===== src/rtl/keypad_pkg.sv =====
// keypad_pkg: shared key count, FSM state type and one-hot helper functions
// for the keypad hit filter.
`default_nettype none

package keypad_pkg;

    localparam int NKEYS = 8;

    typedef enum logic [1:0] {
        IDLE       = 2'd0,
        PRESS_DB   = 2'd1,
        HELD       = 2'd2,
        RELEASE_DB = 2'd3
    } kp_state_t;

    function automatic logic [2:0] onehot_to_code(input logic [NKEYS-1:0] v);
        logic [2:0] code;
        code = '0;
        for (int i = 0; i < NKEYS; i++) begin
            if (v[i]) begin
                code = code | 3'(i);
            end
        end
        return code;
    endfunction

    function automatic logic is_onehot(input logic [NKEYS-1:0] v);
        return $onehot(v);
    endfunction

endpackage

`default_nettype wire


===== src/rtl/sync2_bus.sv =====
// ============================================================================
// Module   : sync2_bus
// Purpose  : Parameterised-width two-flop synchroniser, asynchronous reset.
// Revision : 1.0 - initial release
// ============================================================================
`default_nettype none

module sync2_bus #(
    parameter int WIDTH = 8
) (
    input  logic             clk,
    input  logic             RESET,
    input  logic [WIDTH-1:0] i_d,
    output logic [WIDTH-1:0] o_q
);

    logic [WIDTH-1:0] r_meta;
    logic [WIDTH-1:0] r_sync;

    always_ff @(posedge clk or posedge RESET) begin
        if (RESET) begin
            r_meta <= '0;
            r_sync <= '0;
        end else begin
            r_meta <= i_d;
            r_sync <= r_meta;
        end
    end

    assign o_q = r_sync;

endmodule

`default_nettype wire


===== src/rtl/keypad_hit_filter.sv =====
// ============================================================================
// Module   : keypad_hit_filter
// Purpose  : Synchronise and debounce an 8-key keypad; emit one one-hot hit
//            strobe per clean single-key press. Define HIT_STICKY_EN to add a
//            sticky last-hit register cleared by hit_ack.
// Revision : 1.0 - initial release
// ============================================================================
`default_nettype none

module keypad_hit_filter #(
    parameter int NKEYS           = 8,
    parameter int DEBOUNCE_CYCLES = 250000,
    parameter int CNT_W           = 18
) (
    input  logic             clk,
    input  logic             RESET,
    input  logic [NKEYS-1:0] keypad,
    output logic             hit_valid,
    output logic [NKEYS-1:0] hit_onehot,
    output logic [2:0]       hit_code,
    output logic             key_held,
    output logic             multi_err,
    input  logic             hit_ack,
    output logic [NKEYS-1:0] sticky_hit
);

    import keypad_pkg::*;

    localparam logic [CNT_W-1:0] c_CNT_LAST = CNT_W'(DEBOUNCE_CYCLES - 1);

    logic [NKEYS-1:0] w_ks;

    kp_state_t        r_state;
    kp_state_t        w_state_nxt;
    logic [NKEYS-1:0] r_cand;
    logic [NKEYS-1:0] w_cand_nxt;
    logic [CNT_W-1:0] r_cnt;
    logic [CNT_W-1:0] w_cnt_nxt;

    logic             r_hit_valid;
    logic             w_hit_valid_nxt;
    logic [NKEYS-1:0] r_hit_onehot;
    logic [NKEYS-1:0] w_hit_onehot_nxt;
    logic [2:0]       r_hit_code;
    logic [2:0]       w_hit_code_nxt;
    logic             r_multi_err;
    logic             w_multi_err_nxt;
    logic             r_key_held;
    logic             w_key_held_nxt;

    sync2_bus #(
        .WIDTH (NKEYS)
    ) u_sync (
        .clk   (clk),
        .RESET (RESET),
        .i_d   (keypad),
        .o_q   (w_ks)
    );

    always_ff @(posedge clk or posedge RESET) begin
        if (RESET) begin
            r_state      <= IDLE;
            r_cand       <= '0;
            r_cnt        <= '0;
            r_hit_valid  <= 1'b0;
            r_hit_onehot <= '0;
            r_hit_code   <= '0;
            r_multi_err  <= 1'b0;
            r_key_held   <= 1'b0;
        end else begin
            r_state      <= w_state_nxt;
            r_cand       <= w_cand_nxt;
            r_cnt        <= w_cnt_nxt;
            r_hit_valid  <= w_hit_valid_nxt;
            r_hit_onehot <= w_hit_onehot_nxt;
            r_hit_code   <= w_hit_code_nxt;
            r_multi_err  <= w_multi_err_nxt;
            r_key_held   <= w_key_held_nxt;
        end
    end

    always_comb begin
        w_state_nxt      = r_state;
        w_cand_nxt       = r_cand;
        w_cnt_nxt        = r_cnt;
        w_hit_valid_nxt  = 1'b0;
        w_hit_onehot_nxt = '0;
        w_hit_code_nxt   = '0;
        w_multi_err_nxt  = 1'b0;

        case (r_state)
            IDLE: begin
                if (w_ks != '0) begin
                    w_state_nxt = PRESS_DB;
                    w_cand_nxt  = w_ks;
                    w_cnt_nxt   = '0;
                end
            end
            PRESS_DB: begin
                if (w_ks == '0) begin
                    w_state_nxt = IDLE;
                    w_cnt_nxt   = '0;
                end else if (w_ks != r_cand) begin
                    w_cand_nxt = w_ks;
                    w_cnt_nxt  = '0;
                end else if (r_cnt == c_CNT_LAST) begin
                    w_state_nxt = HELD;
                    if (is_onehot(r_cand)) begin
                        w_hit_valid_nxt  = 1'b1;
                        w_hit_onehot_nxt = r_cand;
                        w_hit_code_nxt   = onehot_to_code(r_cand);
                    end else begin
                        w_multi_err_nxt = 1'b1;
                    end
                end else begin
                    w_cnt_nxt = r_cnt + CNT_W'(1);
                end
            end
            HELD: begin
                // Extra keys while held are deliberately ignored; only full release counts.
                if (w_ks == '0) begin
                    w_state_nxt = RELEASE_DB;
                    w_cnt_nxt   = '0;
                end
            end
            RELEASE_DB: begin
                if (w_ks != '0) begin
                    w_state_nxt = HELD;
                end else if (r_cnt == c_CNT_LAST) begin
                    w_state_nxt = IDLE;
                end else begin
                    w_cnt_nxt = r_cnt + CNT_W'(1);
                end
            end
            default: begin
                w_state_nxt = IDLE;
            end
        endcase

        w_key_held_nxt = (w_state_nxt == HELD) || (w_state_nxt == RELEASE_DB);
    end

    assign hit_valid  = r_hit_valid;
    assign hit_onehot = r_hit_onehot;
    assign hit_code   = r_hit_code;
    assign multi_err  = r_multi_err;
    assign key_held   = r_key_held;

`ifdef HIT_STICKY_EN
    logic [NKEYS-1:0] r_sticky_hit;

    // A fresh hit takes priority over a simultaneous acknowledge.
    always_ff @(posedge clk or posedge RESET) begin
        if (RESET) begin
            r_sticky_hit <= '0;
        end else if (r_hit_valid) begin
            r_sticky_hit <= r_hit_onehot;
        end else if (hit_ack) begin
            r_sticky_hit <= '0;
        end
    end

    assign sticky_hit = r_sticky_hit;
`else
    logic w_unused_ack;
    assign w_unused_ack = hit_ack;
    assign sticky_hit   = '0;
`endif

endmodule

`default_nettype wire


===== config.mk =====
export PLATFORM = sky130hd
export DESIGN_NAME = keypad_hit_filter
export DESIGN_NICKNAME = d
export VERILOG_FILES = /design/src/rtl/keypad_pkg.sv /design/src/rtl/sync2_bus.sv /design/src/rtl/keypad_hit_filter.sv
export SDC_FILE = /design/constraint.sdc
export NUM_CORES = 1
export LEC_CHECK = 0
export CAP_MARGIN = 0
export CORE_AREA = 2 2 94 96
export CTS_CLUSTER_DIAMETER = 30
export DETAILED_ROUTE_END_ITERATION = 10
export DIE_AREA = 0 0 96 98
export GPL_TIMING_DRIVEN = 0
export SLEW_MARGIN = 20
export SYNTH_ARGS = -nofsm -noshare
export SYNTH_HDL_FRONTEND = slang
export SYNTH_SLANG_ARGS = --single-unit
export TNS_END_PERCENT = 100

===== constraint.sdc =====
create_clock -name clk -period 8.71 [get_ports clk]
set_input_delay 2.1775 -clock clk [delete_from_list [all_inputs] [get_ports clk]]
set_output_delay 2.1775 -clock clk [all_outputs]
set_load 0.03 [all_outputs]

==> run_results.csv, run 1 <==
group,metric,value,unit
clock_network,cts.sinks,58,
sta,hold_viol,0,
layout,insertedDiodeCount,0,
floorplan,core,8470,µm²
power_and_ir_drop,total_leakage_power,0.00145,µW
power_and_ir_drop,p_int,407,µW
synthesis,synth_top_area_share,50.6,%
critical_path,critical_path_required,8.98,ns
placed_design,place_hpwl,3.79,mm
synthesis,async_flop_share,100,%
power_and_ir_drop,p_sw,144,µW
synthesis,synth_cell_types,53,
synthesis,yosys_warnings,0,
routing,drt_iter0_drc,143,
power_and_ir_drop,ir_drop,64.4,µV
clock_network,cts_buffers,9,
power_and_ir_drop,seqPwrFrac,51.0,%
routing,ant_nets,0,
clock_network,cts_resized,0,
clock_network,cts_tree,"yes",
routing,post-route-drc-count,0,
sta,min_period,3.86,ns
layout,areaGrowthSynthToFinish,20.0,%
layout,layout_common_cells,"dfrtp_1 (58), clkdlybuf4s50_1 (23), inv_1 (19)",
clock_network,hold_buffers,0,
placed_design,dp.cells,393,
synthesis,syn_inst,255,
floorplan,num_io_pins,33,
sta,fmax,259,MHz
sta,drv_slew,0,
grt,grt_usage,13.1,%
critical_path,critical_path_class,"reg -> reg",
placed_design,gp_congestion,0.836,
grt,grt_pass1_wl,9.65,mm
sta,worstMarginPinSlew,0.847,ns
floorplan,rows,34,
sta,period_share,44.3,%
hold_path,hold_path_class,"reg -> reg",
routing,vias_per_cell,5.09,
power_and_ir_drop,swShare,26.2,%
sta,setup_tns,0,ns
synthesis,syn_area,2870,µm²
floorplan,die_y,98,µm
grt,antenna_found_initial,0,
clock_network,ctsRootBufferMaster,"clkbuf_8",
clock_network,worstSkewPairLatency,0.34,ns
layout,final-instance-count-excl-fill,409,
power_and_ir_drop,combPwrFrac,8.7,%
layout,nNetsFinal,315,
critical_path,endpoint_kind,"register",
synthesis,syn_area_per_cell,11.3,µm²
floorplan,initial_utilization,33.9,%
layout,drive_above_1_share,19.9,%
clock_network,htreeDepth,3,
sta,slew_headroom,43.4,%
power_and_ir_drop,clkPwrFrac,40.3,%
synthesis,ys_seq_area_share,50.6,%
power_and_ir_drop,p_total,551,µW
clock_network,post_cts_buffers,0,
sta,rsz0062_at_grt,"no",
grt,grt_max_degree,59,
grt,grt-ovfl-total,0,
outcome,status,"complete, no violations",
synthesis,ys_seq_elements,58,
synthesis,synth_edf_count,0,
synthesis,yosys.area.top_type,"dfrtp_1",
routing,vias,2080,
critical_path,crit_fanout,10,
synthesis,synthTopCellsByArea,"dfrtp_1 (51%), mux2_2 (3.1%), a21oi_2 (3.1%), fa_1 (2.8%), inv_1 (2.6%)",
power_and_ir_drop,power.density,160,nW/µm²
critical_path,critPathLaunchType,"register",
clock_network,path_clk_slew,0.07,ns
sta,skew,0.0134,ns
layout,final_common_cell,"dfrtp_1",
placed_design,port-buffer-count,23,
routing,drt_pre_antenna_iters,5,
grt,grt_pass1_vias,1995,
clock_network,clock_path_buffers,2,
sta,setup_viol,0,
floorplan,dieArea,9410,µm²
routing,wl_per_cell,13.6,µm
job,drv_cap,0,
critical_path,cp.arrival,4.12,ns
routing,finalWirelength,5.55,mm
floorplan,fp.dieW,96,µm
synthesis,ys.flop_type,"dfrtp_1",
[metrics by stage]
| stage | util, % | hold WS [ns] | setup WS [ns] | area, µm² |
|---|---|---|---|---|
| after floorplan | - | 0.331 | 5.10 | 2900 |
| after global placement | 38.5 | 0.336 | 4.06 | 3260 |
| after detailed placement | 38.5 | 0.336 | 4.94 | 3260 |
| after CTS | 40.7 | 0.351 | 4.87 | 3440 |
| after global routing | 40.7 | 0.370 | 4.69 | 3440 |
| final | 40.7 | 0.349 | 4.85 | 3440 |
[cell usage after synthesis, types with 2 or more instances]
cell type  count
dfrtp_1       58
inv_1         20
nand2_1       13
a21oi_2       10
and2_1         9
buf_4          9
nand3_1        9
nor2_1         9
mux2_2         8
o31ai_1        8
xnor2_1        8
nand4_1        7
or4_1          7
a21oi_1        5
nor3_1         5
nor4_1         5
buf_2          4
fa_1           4
ha_1           4
o21ai_0        4
o21bai_1       4
a22oi_1        3
a31oi_1        3
o41a_1         3
and3_1         2
and4_1         2
mux2i_1        2
nand4b_1       2
o21ai_1        2
or3_1          2
or4_4          2
[cell families (layout without fill, tap and decap cells)]
group	Yosys count	count (layout)	synth area share [%]
and+or+nand+nor	80	80	16.9
DFF	58	58	50.6
AOI/OAI and AO/OA	52	52	13.6
buffers and inverters	37	76	7.41
muxes	11	11	4.36
adders and majority gates	8	8	4.54
xor gates and xnor gates	8	8	2.44
other	1	8	0.131
[cell type report]
cell class                      instances  area (µm²)
Buffer                                 17         138
Timing Repair Buffer                   23         230
Inverter                               20        77.6
Clock buffer                           10         138
Sequential cell                        58        1450
Multi-Input combinational cell        167        1230
Clock inverter                          6        41.3
Tap cell                              108         135
Fill cell                             833        5020
[registers in the layout, summed over array words and instances, names as in the netlist]
register	cells
u_sync.o_q	8
hit_valid	1
r_state	2
key_held	1
r_cnt	18
r_cand	8
hit_onehot	8
hit_code	3
multi_err	1
u_sync.r_meta	8
[metal layers]
layer	wire, µm	track usage, %
met5	0	0
met4	91	4.73
met3	262	3.32
met2	2480	19.0
met1	2720	18.9
[power groups by stage]
stage / clock network, µW / registers [µW] / logic, µW
after floorplan: 0 / 284 / 37.3
after global placement: 0 / 286 / 46.0
after detailed placement: 0 / 287 / 48.4
after CTS: 228 / 281 / 48.8
after global routing: 246 / 282 / 55.8
final: 222 / 281 / 48.0
[critical path, stage by stage (launching register included)]
cell	delay, ns
dfrtp_1	0.48
inv_1	0.09
fa_1	0.45
fa_1	0.52
fa_1	0.41
inv_1	0.07
ha_1	0.17
inv_1	0.06
fa_1	0.39
a211oi_1	0.26
mux2i_1	0.11
nor2_1	0.14
and4_1	0.27
buf_2	0.21
o41a_1	0.17
[path summary, 6_finish.rpt]
check                                 start            end  slack [ns]  cells past startpoint
min in group asynchronous             RESET       r_cnt[1]        2.31                      2
max                               r_cand[3]    hit_code[2]        4.85                     14
min reg2reg                u_sync.r_meta[6]  u_sync.o_q[6]        0.35                      0
max reg2reg                       r_cand[3]    hit_code[2]        4.85                     14
min                        u_sync.r_meta[6]  u_sync.o_q[6]        0.35                      0
max in group asynchronous             RESET       r_cnt[3]        5.94                      2
(Power assumes the default switching activity.)
==> inputs of run 2 (changes only) <==
==> constraint.sdc (replaced) <==
create_clock -name clk -period 3.9 [get_ports clk]
set_input_delay 0.975 -clock clk [delete_from_list [all_inputs] [get_ports clk]]
set_output_delay 0.975 -clock clk [all_outputs]
set_load 0.03 [all_outputs]
==> run_results.csv, run 2 (synthesis gave the netlist of run 1 again) <==
group,metric,value,unit
clock_network,cts_buffers,9,
sta,hold_viol,0,
sta,setup_viol,0,
routing,vias_per_cell,5.03,
critical_path,path_common_cell,"fa_1",
power_and_ir_drop,total_leakage_power,0.00145,µW
layout,largest_reg_flops,18,
job,drv_cap,0,
critical_path,r2r_cells,14,
placed_design,port-buffer-count,23,
clock_network,ctsRootBufferMaster,"clkbuf_8",
grt,grt_usage,13.1,%
critical_path,r2r_slack,0.16,ns
routing,drt_iter0_drc,168,
critical_path,crit_path_cell_trace,"inv_1 > fa_1 > fa_1 > fa_1 > inv_1 > ha_1 > inv_1 > fa_1 > a211oi_2 > mux2i_1 > nor2_1 > and4_4 > clkbuf_4 > o41a_1",
critical_path,cp.arrival,4.01,ns
layout,finish.instance_area,3460,µm²
clock_network,htreeDepth,3,
clock_network,clock_path_buffers,2,
power_and_ir_drop,power.density,357,nW/µm²
critical_path,cp_slowest_cell,"fa_1",
clock_network,cts.sinks,58,
layout,largest_register,"r_cnt",
floorplan,rows,34,
critical_path,r2r-start,"r_cand[0]",
sta,worstMarginPinSlew,0.819,ns
floorplan,fp.dieW,96,µm
routing,drt_pre_antenna_iters,4,
floorplan,die_y,98,µm
critical_path,critical_path_required,4.17,ns
outcome,status,"complete, no violations",
critical_path,timing.critical_path.buf_inv,4,
layout,insertedDiodeCount,0,
routing,ant_nets,0,
power_and_ir_drop,ir_drop,144,µV
grt,grt_pass1_wl,9.65,mm
sta,fmax,267,MHz
floorplan,num_io_pins,33,
routing,wl_per_cell,13.5,µm
grt,grt-ovfl-total,0,
layout,final_common_cell,"dfrtp_1",
routing,vias,2061,
critical_path,critPathLaunchType,"register",
sta,drv_slew,0,
critical_path,slowest_delay,0.55,ns
layout,areaGrowthSynthToFinish,20.7,%
layout,drive_above_1_share,21.5,%
sta,period_share,95.9,%
clock_network,hold_buffers,0,
sta,min_period,3.74,ns
grt,grt_pass1_vias,1995,
critical_path,endpoint_kind,"register",
placed_design,place_area,3260,µm²
grt,grt_max_degree,59,
clock_network,cts_tree,"yes",
routing,finalWirelength,5.55,mm
floorplan,core,8470,µm²
critical_path,critical_path_depth,14,
floorplan,initial_utilization,33.9,%
routing,post-route-drc-count,0,
clock_network,path_clk_slew,0.07,ns
critical_path,endpoint,"hit_code[2]",
critical_path,critical_path_class,"reg -> reg",
critical_path,crit_fanout,10,
layout,nNetsFinal,316,
critical_path,r2r_end,"hit_code[2]",
floorplan,dieArea,9410,µm²
layout,fin_util,40.9,%
layout,layout_common_cells,"dfrtp_1 (56), clkdlybuf4s50_1 (23), inv_1 (19)",
sta,slew_headroom,45.3,%
placed_design,gp_congestion,0.836,
grt,antenna_found_initial,0,
placed_design,place_hpwl,3.79,mm
critical_path,critPathLaunch,"r_cand[0]",
hold_path,hold_path_class,"reg -> reg",
critical_path,path_delay_family,"adder cells",
sta,skew,0.0149,ns
clock_network,worstSkewPairLatency,0.34,ns
## run 2: changes by cell type in the layout (fill, tap and decap cells not counted), sizes merged
cell	change
clkbuf	+1
## run 2: worst min-delay path by stage
stage,startpoint,to,cells after the start
after floorplan,u_sync.r_meta[0],u_sync.o_q[0],0
after global placement,u_sync.r_meta[5],u_sync.o_q[5],0
after detailed placement,u_sync.r_meta[5],u_sync.o_q[5],0
after CTS,u_sync.r_meta[6],u_sync.o_q[6],0
after global routing,u_sync.r_meta[0],u_sync.o_q[0],0
final,u_sync.r_meta[6],u_sync.o_q[6],0
## run 2: layer usage
metal / share of wire [%] / global-route usage, % / up-vias
li1: - / - / 989
met1: 49 / 18.9 / 1001
met2: 45 / 19.0 / 61
met3: 4.7 / 3.32 / 10
met4: 1.6 / 4.73 / 0
met5: 0 / 0 / -
## run 2: layout make-up
| class | count | area (µm²) |
|---|---|---|
| Fill cell | 832 | 5000 |
| Sequential cell | 58 | 1450 |
| Multi-Input combinational cell | 167 | 1240 |
| Timing Repair Buffer | 24 | 238 |
| Buffer | 17 | 140 |
| Clock buffer | 10 | 138 |
| Tap cell | 108 | 135 |
| Inverter | 20 | 77.6 |
| Clock inverter | 6 | 41.3 |
## run 2: power breakdown
| part | switching [µW] | internal [µW] |
|---|---|---|
| Clock | 247 | 247 |
| Combinational | 62.0 | 50.7 |
| Sequential | 14.2 | 615 |
## run 2: what timing repair did
action | in CTS | in global routing
gates resized for setup | 0 | 5
endpoints found under the setup margin | 0 | 9
setup buffers | 0 | 1
## run 2: worst reg2reg max path, cell delays in order (launching register included)
cell	delay, ns
dfrtp_1	0.40
inv_1	0.08
fa_1	0.55
fa_1	0.43
fa_1	0.44
inv_1	0.07
ha_1	0.18
inv_1	0.07
fa_1	0.40
a211oi_2	0.22
mux2i_1	0.10
nor2_1	0.14
and4_4	0.27
clkbuf_4	0.18
o41a_1	0.15
## run 2: per-stage QoR
| step | setup TNS, ns | total power (µW) | hold WS (ns) | setup slack [ns] | instances |
|---|---|---|---|---|---|
| 4_1_cts | 0 | 1250 | 0.351 | 0.0590 | 409 |
| 3_3_place_gp | 0 | 742 | 0.336 | 0.181 | 393 |
| 2_1_floorplan | 0 | 718 | 0.331 | 0.487 | 262 |
| 5_1_grt | -0.0923 | 1310 | 0.370 | -0.0262 | 410 |
| 3_5_place_dp | 0 | 748 | 0.336 | 0.126 | 393 |
| 6_report | 0 | 1240 | 0.349 | 0.158 | 410 |
==> inputs of run 3 (changes only) <==
--- a/config.mk
+++ b/config.mk
@@ -11,7 +11,6 @@
 export DETAILED_ROUTE_END_ITERATION = 10
 export DIE_AREA = 0 0 96 98
 export GPL_TIMING_DRIVEN = 0
-export SLEW_MARGIN = 20
 export SYNTH_ARGS = -nofsm -noshare
 export SYNTH_HDL_FRONTEND = slang
 export SYNTH_SLANG_ARGS = --single-unit
==> run_results.csv, run 3 (synthesis gave the netlist of run 1 again) <==
group,metric,value,unit
critical_path,crit_fanout,10,
sta,setup_ws,0.194,ns
clock_network,cts_tree,"yes",
power_and_ir_drop,ir_drop,172,µV
floorplan,die_y,98,µm
placed_design,gp_congestion,0.836,
grt,grt-ovfl-total,0,
placed_design,place_hpwl,3.91,mm
layout,drive_above_1_share,20.9,%
layout,areaGrowthSynthToFinish,22.2,%
critical_path,endpoint_kind,"register",
sta,fmax,270,MHz
floorplan,initial_utilization,33.9,%
sta,period_share,95.0,%
sta,drv_slew,0,
critical_path,critical_path_class,"reg -> reg",
sta,worstMarginPinSlew,0.781,ns
routing,vias,2041,
routing,post-route-drc-count,0,
routing,drt_pre_antenna_iters,4,
sta,rsz0062_at_grt,"no",
layout,final_common_cell,"dfrtp_1",
clock_network,cts.sinks,58,
floorplan,rows,34,
power_and_ir_drop,power.density,384,nW/µm²
outcome,status,"complete, no violations",
clock_network,cts_buffers,9,
sta,slew_headroom,47.8,%
routing,vias_per_cell,4.99,
layout,layout_common_cells,"dfrtp_1 (56), clkdlybuf4s50_1 (23), inv_1 (19)",
clock_network,hold_buffers,0,
hold_path,hold_path_class,"reg -> reg",
clock_network,ctsRootBufferMaster,"clkbuf_8",
grt,grt_pass1_wl,9.69,mm
routing,drt_iter0_drc,143,
clock_network,path_clk_slew,0.06,ns
floorplan,core,8470,µm²
layout,largest_reg_flops,18,
clock_network,clock_path_buffers,2,
placed_design,place_ws,0.148,ns
floorplan,dieArea,9410,µm²
clock_network,htreeDepth,3,
grt,grt_pass1_vias,2013,
floorplan,num_io_pins,33,
routing,ant_nets,0,
grt,grt_usage,13.3,%
grt,grt_max_degree,39,
layout,largest_register,"r_cnt",
placed_design,port-buffer-count,23,
sta,setup_tns,0,ns
critical_path,critPathLaunchType,"register",
critical_path,critical_path_required,4.17,ns
clock_network,worstSkewPairLatency,0.33,ns
power_and_ir_drop,total_leakage_power,0.00148,µW
layout,nNetsFinal,316,
grt,antenna_found_initial,0,
layout,fillers,830,
floorplan,fp.dieW,96,µm
sta,skew,0.00919,ns
routing,wl_per_cell,13.4,µm
sta,hold_viol,0,
power_and_ir_drop,p_total,1350,µW
critical_path,cp.arrival,3.98,ns
job,drv_cap,0,
sta,min_period,3.71,ns
sta,setup_viol,0,
layout,insertedDiodeCount,0,
routing,finalWirelength,5.48,mm
[run 3: critical path, cell delays in order, from the launching register on]
cell and delay, ns:
dfrtp_1 0.40, inv_1 0.08, fa_1 0.55, fa_1 0.43, fa_1 0.44, inv_1 0.07
ha_1 0.16, inv_1 0.06, fa_1 0.38, a211oi_1 0.22, mux2i_1 0.10, nor2_1 0.15
and4_4 0.27, clkbuf_4 0.18, o41a_1 0.15
[run 3: per-layer routing]
| metal | wire, µm | global-route usage [%] | up-vias |
|---|---|---|---|
| met5 | 0 | 0 | - |
| met4 | 102 | 5.38 | 0 |
| met3 | 259 | 3.78 | 11 |
| met2 | 2440 | 19.2 | 45 |
| met1 | 2690 | 18.8 | 994 |
| li1 | - | - | 991 |
[run 3: layout make-up]
cell class | instances | area (µm²) | share of cell area, %
multi-input combinational | 167 | 1230 | 35.2
clock buffer | 10 | 138 | 3.93
tap | 108 | 135 | 3.86
clock inverter | 5 | 78.8 | 2.25
buffer | 17 | 140 | 4.00
inverter | 20 | 75.1 | 2.14
sequential | 58 | 1450 | 41.5
timing repair buffer | 24 | 250 | 7.14
[run 3: timing repair]
| item | CTS | global route |
|---|---|---|
| setup buffers | 0 | 0 |
| setup endpoints to repair | 0 | 9 |
| resized for setup | 0 | 4 |
[run 3: final timing paths]
kind | startpoint | end | slack (ns) | depth (start not counted)
min in group asynchronous | RESET | r_cnt[1] | 0.97 | 2
worst min-delay path | u_sync.r_meta[6] | u_sync.o_q[6] | 0.35 | 0
worst max-delay path | r_cand[0] | hit_code[0] | 0.19 | 14
max in group asynchronous | RESET | r_cand[1] | 2.37 | 3
worst max register to register | r_cand[0] | hit_code[0] | 0.19 | 14
worst min register to register | u_sync.r_meta[6] | u_sync.o_q[6] | 0.35 | 0
[run 3: report_power, final]
group          total, µW  leakage, µW  switching, µW  internal, µW
combinational        108     0.000625           58.9          49.2
sequential           629     0.000748           13.8           615
clock                610     0.000112            238           372
[run 3: metrics by stage]
stage	hold slack [ns]	util, %	std cells	instance area (µm²)
after CTS	0.350	41.3	409	3500
final	0.348	41.4	409	3500
after floorplan	0.331	-	262	2900
after detailed placement	0.336	38.8	394	3280
after global routing	0.369	41.4	409	3500
after global placement	0.336	38.5	393	3260
==> RTL change 1 (config.mk and constraints of run 2) <==
The parameter `CNT_W` goes from 18 to 36.
--- a/src/rtl/keypad_hit_filter.sv
+++ b/src/rtl/keypad_hit_filter.sv
@@ -11,5 +11,5 @@
     parameter int NKEYS           = 8,
     parameter int DEBOUNCE_CYCLES = 250000,
-    parameter int CNT_W           = 18
+    parameter int CNT_W           = 36
 ) (
     input  logic             clk,
Formal check against the unedited RTL: same outputs for any inputs over 10 cycles, from zero or initial values and one cycle with RESET high; that may be too few to reach the edited logic, so the function may still have changed.
==> RTL change 1 against run 2 <==
  * Combinational power is 4% higher
  * Count of clock-buffer cells in the layout is the same
  * Sequential share of layout area grew 1.7 points
  * Core utilization is 10 points higher
  * Synthesized area up 30%
  * Worst setup slack better by 150 ps
  * Sequential cell count up 18
  * Worst hold slack better by 3.9 ps
  * Sequential power increased by 29%
  * Design area rose by 26%
  * Power is 26% higher
  * Wire length up 35%
  * Critical endpoint unchanged
  * Highest routed layer unchanged
==> RTL change 1: results (changes against run 2) <==
Synthesis:
- The xor-xnor portion of the synthesized cell area is 8.96% (was 2.44%).
- The sequential cell area fraction in the yosys report came to 51.2% (was 50.6%).
- Main area contributors after synthesis: dfrtp_1, xnor2_1, nor2_1 (was dfrtp_1, mux2_2, a21oi_2).
- Most used standard cells in the synthesized netlist: dfrtp_1, nor2_1, xnor2_1 (was dfrtp_1, inv_1, nand2_1).

Pwr:
- The leakage power of the design was 0.00184 uW (was 0.00145 uW).
- The clock network power was 623 uW (was 494 uW).
- The cell internal power dissipation is 1160 uW (was 912 uW).
- The sequential-cell power consumption is 813 uW (was 629 uW).
- The fraction of power consumed by the clock network is 40.1% (was 40.0%).

Placed design:
- The final RePlAce weighted congestion is 0.819 (was 0.836).
- The placement-stage worst setup slack is 194 ps (was 126 ps).
- The detailed-placement wirelength estimate is 5260 microns (was 3790 microns).
- The cell area after placement is 4140 sq um (was 3260 sq um).

Route:
- The post-route met1 wirelength came to 3770 microns (was 2710 microns).
- The wire length on met2 is 3240 microns (was 2490 microns).
- The initial detailed-routing violation count is 125 (was 168).
- The routed wire length was 7500 microns (was 5550 microns).

GRT:
- The global routing met3 resource utilization is 3.09% (was 3.32%).
- The wire length of the first global-routing pass was 13300 microns (was 9650 microns).
- The maximum number of pins on one net before global-route repair is 51 (was 59).
- The met1 routing resource usage after global routing is 27.9% (was 18.9%).

STA:
- The slew of the pin with the lowest slew margin came to 786 ps (was 819 ps).

Worst hold path:
- The capture endpoint of the worst hold path is u_sync.o_q[0] (was u_sync.o_q[6]).
- The critical hold path startpoint was u_sync.r_meta[0] (was u_sync.r_meta[6]).

Setup path:
- The setup slack on the worst flop-to-flop path was 310 ps (was 160 ps).
- The worst-case reg-to-reg path depth is 13 (was 14).

Layout:
- The final-stage net count is 433 (was 316).
- The multi-input gate count is 262 (was 167).
- The clock-cell share of area is 4.78% (was 5.17%).
- The final standard cell count with taps included and fillers excluded is 527 (was 410).
- The flip-flop count of the largest register after layout is 36 (was 18).
- The non-clock buffer area fraction after layout is 8.57% (was 10.9%).

Outcome:
- Outcome: completed (unchanged).
## RTL change 1: worst max-delay path by stage
stage,from,to,slack (ps),cells past startpoint
6_report,r_cand[3],hit_code[2],310,13
5_1_grt,r_cand[3],hit_code[2],50,13
4_1_cts,r_cand[3],hit_code[2],160,13
3_5_place_dp,r_cand[3],hit_code[1],190,13
3_3_place_gp,RESET,r_cnt[25],-230,2
2_1_floorplan,r_cand[0],hit_code[1],580,13
## RTL change 1: cells by family after synthesis
kind of cell | count (synthesis)
mux | 2
xor+xnor | 38
other cells | 1
fa+ha+maj | 8
buf+inv | 41
compound gates | 34
flops | 76
simple gates | 172
## RTL change 1: worst max-delay path, stage by stage, from the launching register on
cell and delay [ps]:
dfrtp_1 470, inv_1 110, fa_1 450, fa_1 520, fa_1 410, inv_1 60, ha_1 160, inv_1 50
fa_1 390, nor2_1 100, nand3_1 90, a21oi_2 290, and2_1 250, o41a_1 170
==> RTL change 2 (flow settings as in run 2) <==
Without the edit above. Register the input `keypad` before use. The logic sees it one clock later. The other inputs are not delayed to match.
--- a/src/rtl/keypad_hit_filter.sv
+++ b/src/rtl/keypad_hit_filter.sv
@@ -29,4 +29,10 @@
     localparam logic [CNT_W-1:0] c_CNT_LAST = CNT_W'(DEBOUNCE_CYCLES - 1);
 
+    logic [NKEYS-1:0] keypad_q;
+
+    always_ff @(posedge clk) begin
+        keypad_q <= keypad;
+    end
+
     logic [NKEYS-1:0] w_ks;
 
@@ -54,5 +60,5 @@
         .clk   (clk),
         .RESET (RESET),
-        .i_d   (keypad),
+        .i_d   (keypad_q),
         .o_q   (w_ks)
     );
Behaviour: no difference found for any inputs over 10 cycles, from zero or initial values and one cycle with RESET high; that may be too few to reach the edited logic, so the function may still have changed.
==> RTL change 2 against run 2 <==
  * Core utilization is 1.5 points higher
  * Critical path depth stayed put
  * Clock power grew 21%
  * Wire length shrank 2.0%
  * Worst setup slack improved by 170 ps
  * Synthesized area up 4.2%
  * Maximum frequency up 4.8%
  * Design area grew 3.7%
  * Sequential cell count up 8
  * Power rose by 16%
  * Clock skew shrank 5.0 ps
  * Critical path type unchanged
  * Largest cell class unchanged
  * Largest power group unchanged
==> RTL change 2: results (changes against run 2) <==
Layout:
- The top register by number of flip-flops is r_cnt (unchanged).
- The post-layout instance area is 3590 sq um (was 3460 sq um).
- The flip-flop count of the largest register after layout is 18 (unchanged).
- The number of inserted diodes is 0 (unchanged).
- The number of fillers in the final layout came to 798 (was 832).
- The final-stage net count is 317 (was 316).
- The share of layout cells above drive strength 1 is 20.1% (was 21.5%).

Route:
- The initial detailed-routing violation count was 100 (was 168).
- The via count was 2021 (was 2061).
- The number of detailed-route iterations in the first pass is 4 (unchanged).
- The average routed wire per standard cell is 13.2 microns (was 13.5 microns).

Pwr:
- The leakage power of the design was 0.00149 uW (was 0.00145 uW).
- The highest ir drop seen on vdd is 212 uV (was 144 uV).

STA:
- The worst clock skew came to 9.95 ps (was 14.9 ps).
- The headroom to the max-slew limit is 48.4% (was 45.3%).

Worst hold path:
- The capture endpoint of the worst hold path was u_sync.r_meta[2] (was u_sync.o_q[6]).
- The worst hold-check path type is flop to flop (unchanged).
- The number of cells traversed by the worst hold path came to 0 (unchanged).
- The critical hold path startpoint was keypad_q[2] (was u_sync.r_meta[6]).

GRT:
- The maximum number of pins on one net before global-route repair came to 59 (unchanged).
- The all-layer global routing usage is 12.5% (was 13.1%).
- The wire length of the first global-routing pass was 9130 microns (was 9650 microns).
- The via count of the first global-routing pass is 1886 (was 1995).
- The initial antenna violation count is 0 (unchanged).

CTS:
- At the later pin of the worst-skew pair, clock insertion delay measures 350 ps.
- The number of gates resized after cts is 0 (unchanged).
- The total setup buffers inserted after CTS came to 0 (unchanged).
- The level count of the clock H-tree is 3 (unchanged).
- The number of buffers created by CTS is 9 (unchanged).
- After clock tree synthesis, the clock-pin slew on the worst setup and hold paths is 80 ps.
- The deepest clock path buffer count is 2 (unchanged).
- The CTS root buffer is clkbuf_8 (unchanged).

Setup path:
- The worst-case reg-to-reg path depth is 14 (unchanged).
- The critical path class is flop to flop (unchanged).
- The setup slack on the worst flop-to-flop path is 330 ps (was 160 ps).
- The biggest cell delay along the critical path is 510 ps (was 550 ps).
- The startpoint of the worst register-to-register path is r_cand[3] (was r_cand[0]).
- The family with the most delay on the worst path is adder cells (unchanged).
- The largest fanout of any net on the critical path is 10 (unchanged).
- The arrival time at the worst endpoint is 3840 ps (was 4010 ps).
- The cell at the slowest stage of the critical path is fa_1 (unchanged).
- The worst setup path endpoint is hit_code[2] (unchanged).

Placed design:
- The detailed-placement wirelength estimate is 3590 microns (was 3790 microns).
- The cell area after placement is 3380 sq um (was 3260 sq um).
- The final RePlAce weighted congestion is 0.845 (was 0.836).
- The number of buffers added on ports is 23 (unchanged).

Synthesis:
- The async set-or-reset flop fraction in the synthesized netlist is 87.9% (was 100%).
- The count of distinct cell types in the synthesized netlist is 44 (was 53).
- Most used standard cells in the synthesized netlist: dfrtp_1, inv_1, o31ai_1, or4_1 (was dfrtp_1, inv_1, nand2_1).
- The warning count from the yosys run is 0 (unchanged).
- Main area contributors after synthesis: dfrtp_1, dfxtp_1, o31ai_1 (was dfrtp_1, mux2_2, a21oi_2).
- The sequential cell area fraction in the yosys report is 53.9% (was 50.6%).

Outcome:
- Outcome: completed (unchanged).
## RTL change 2: changes by cell type after synthesis, moves of 4 or more
| cell | run 2 | this run |
|---|---|---|
| nor4_1 | 5 | 0 |
| and3_1 | 2 | 11 |
| o21ai_0 | 4 | 0 |
| and2_1 | 9 | 2 |
| or4_1 | 7 | 15 |
| o21bai_1 | 4 | 0 |
| o31ai_1 | 8 | 15 |
| inv_1 | 20 | 16 |
| dfxtp_1 | 0 | 8 |
## RTL change 2: layout make-up
class                           count  area share (%)
Buffer                             19            3.90
Clock buffer                        9            3.45
Clock inverter                      7            2.27
Inverter                           16            1.74
Multi-Input combinational cell    163            33.6
Sequential cell                    66            44.9
Tap cell                          108            3.76
Timing Repair Buffer               23            6.41
## RTL change 2: metal layers
metal | routed length, microns | GRT usage [%]
met5 | 0 | 0
met4 | 86 | 4.95
met2 | 2360 | 18.1
met1 | 2720 | 17.0
met3 | 277 | 4.71
## RTL change 2: logic make-up (layout without fill, tap and decap cells)
logic type	after synthesis	in the layout	synth area share, %
compound gates	47	47	12.2
mux	9	9	3.35
xor+xnor	8	8	2.34
other cells	1	8	0.125
flops	66	66	53.9
fa+ha+maj	8	8	4.35
buf+inv	35	74	6.66
simple gates	83	83	17.0
## RTL change 2: per-stage QoR
| stage | total power [uW] | worst slack [ps] | hold slack, ps | cells |
|---|---|---|---|---|
| detailed placement | 853 | 229 | 320 | 395 |
| CTS | 1460 | 180 | 331 | 411 |
| global placement | 849 | 251 | 317 | 395 |
| finish | 1430 | 329 | 329 | 411 |
| floorplan | 822 | 522 | 316 | 264 |
| global route | 1510 | 66.3 | 335 | 411 |
## RTL change 2: power by group
part	switching [uW]	leakage [uW]	internal [uW]
registers	14.5	0.000817	700
logic	69.9	0.000570	53.8
clock network	292	0.000101	305
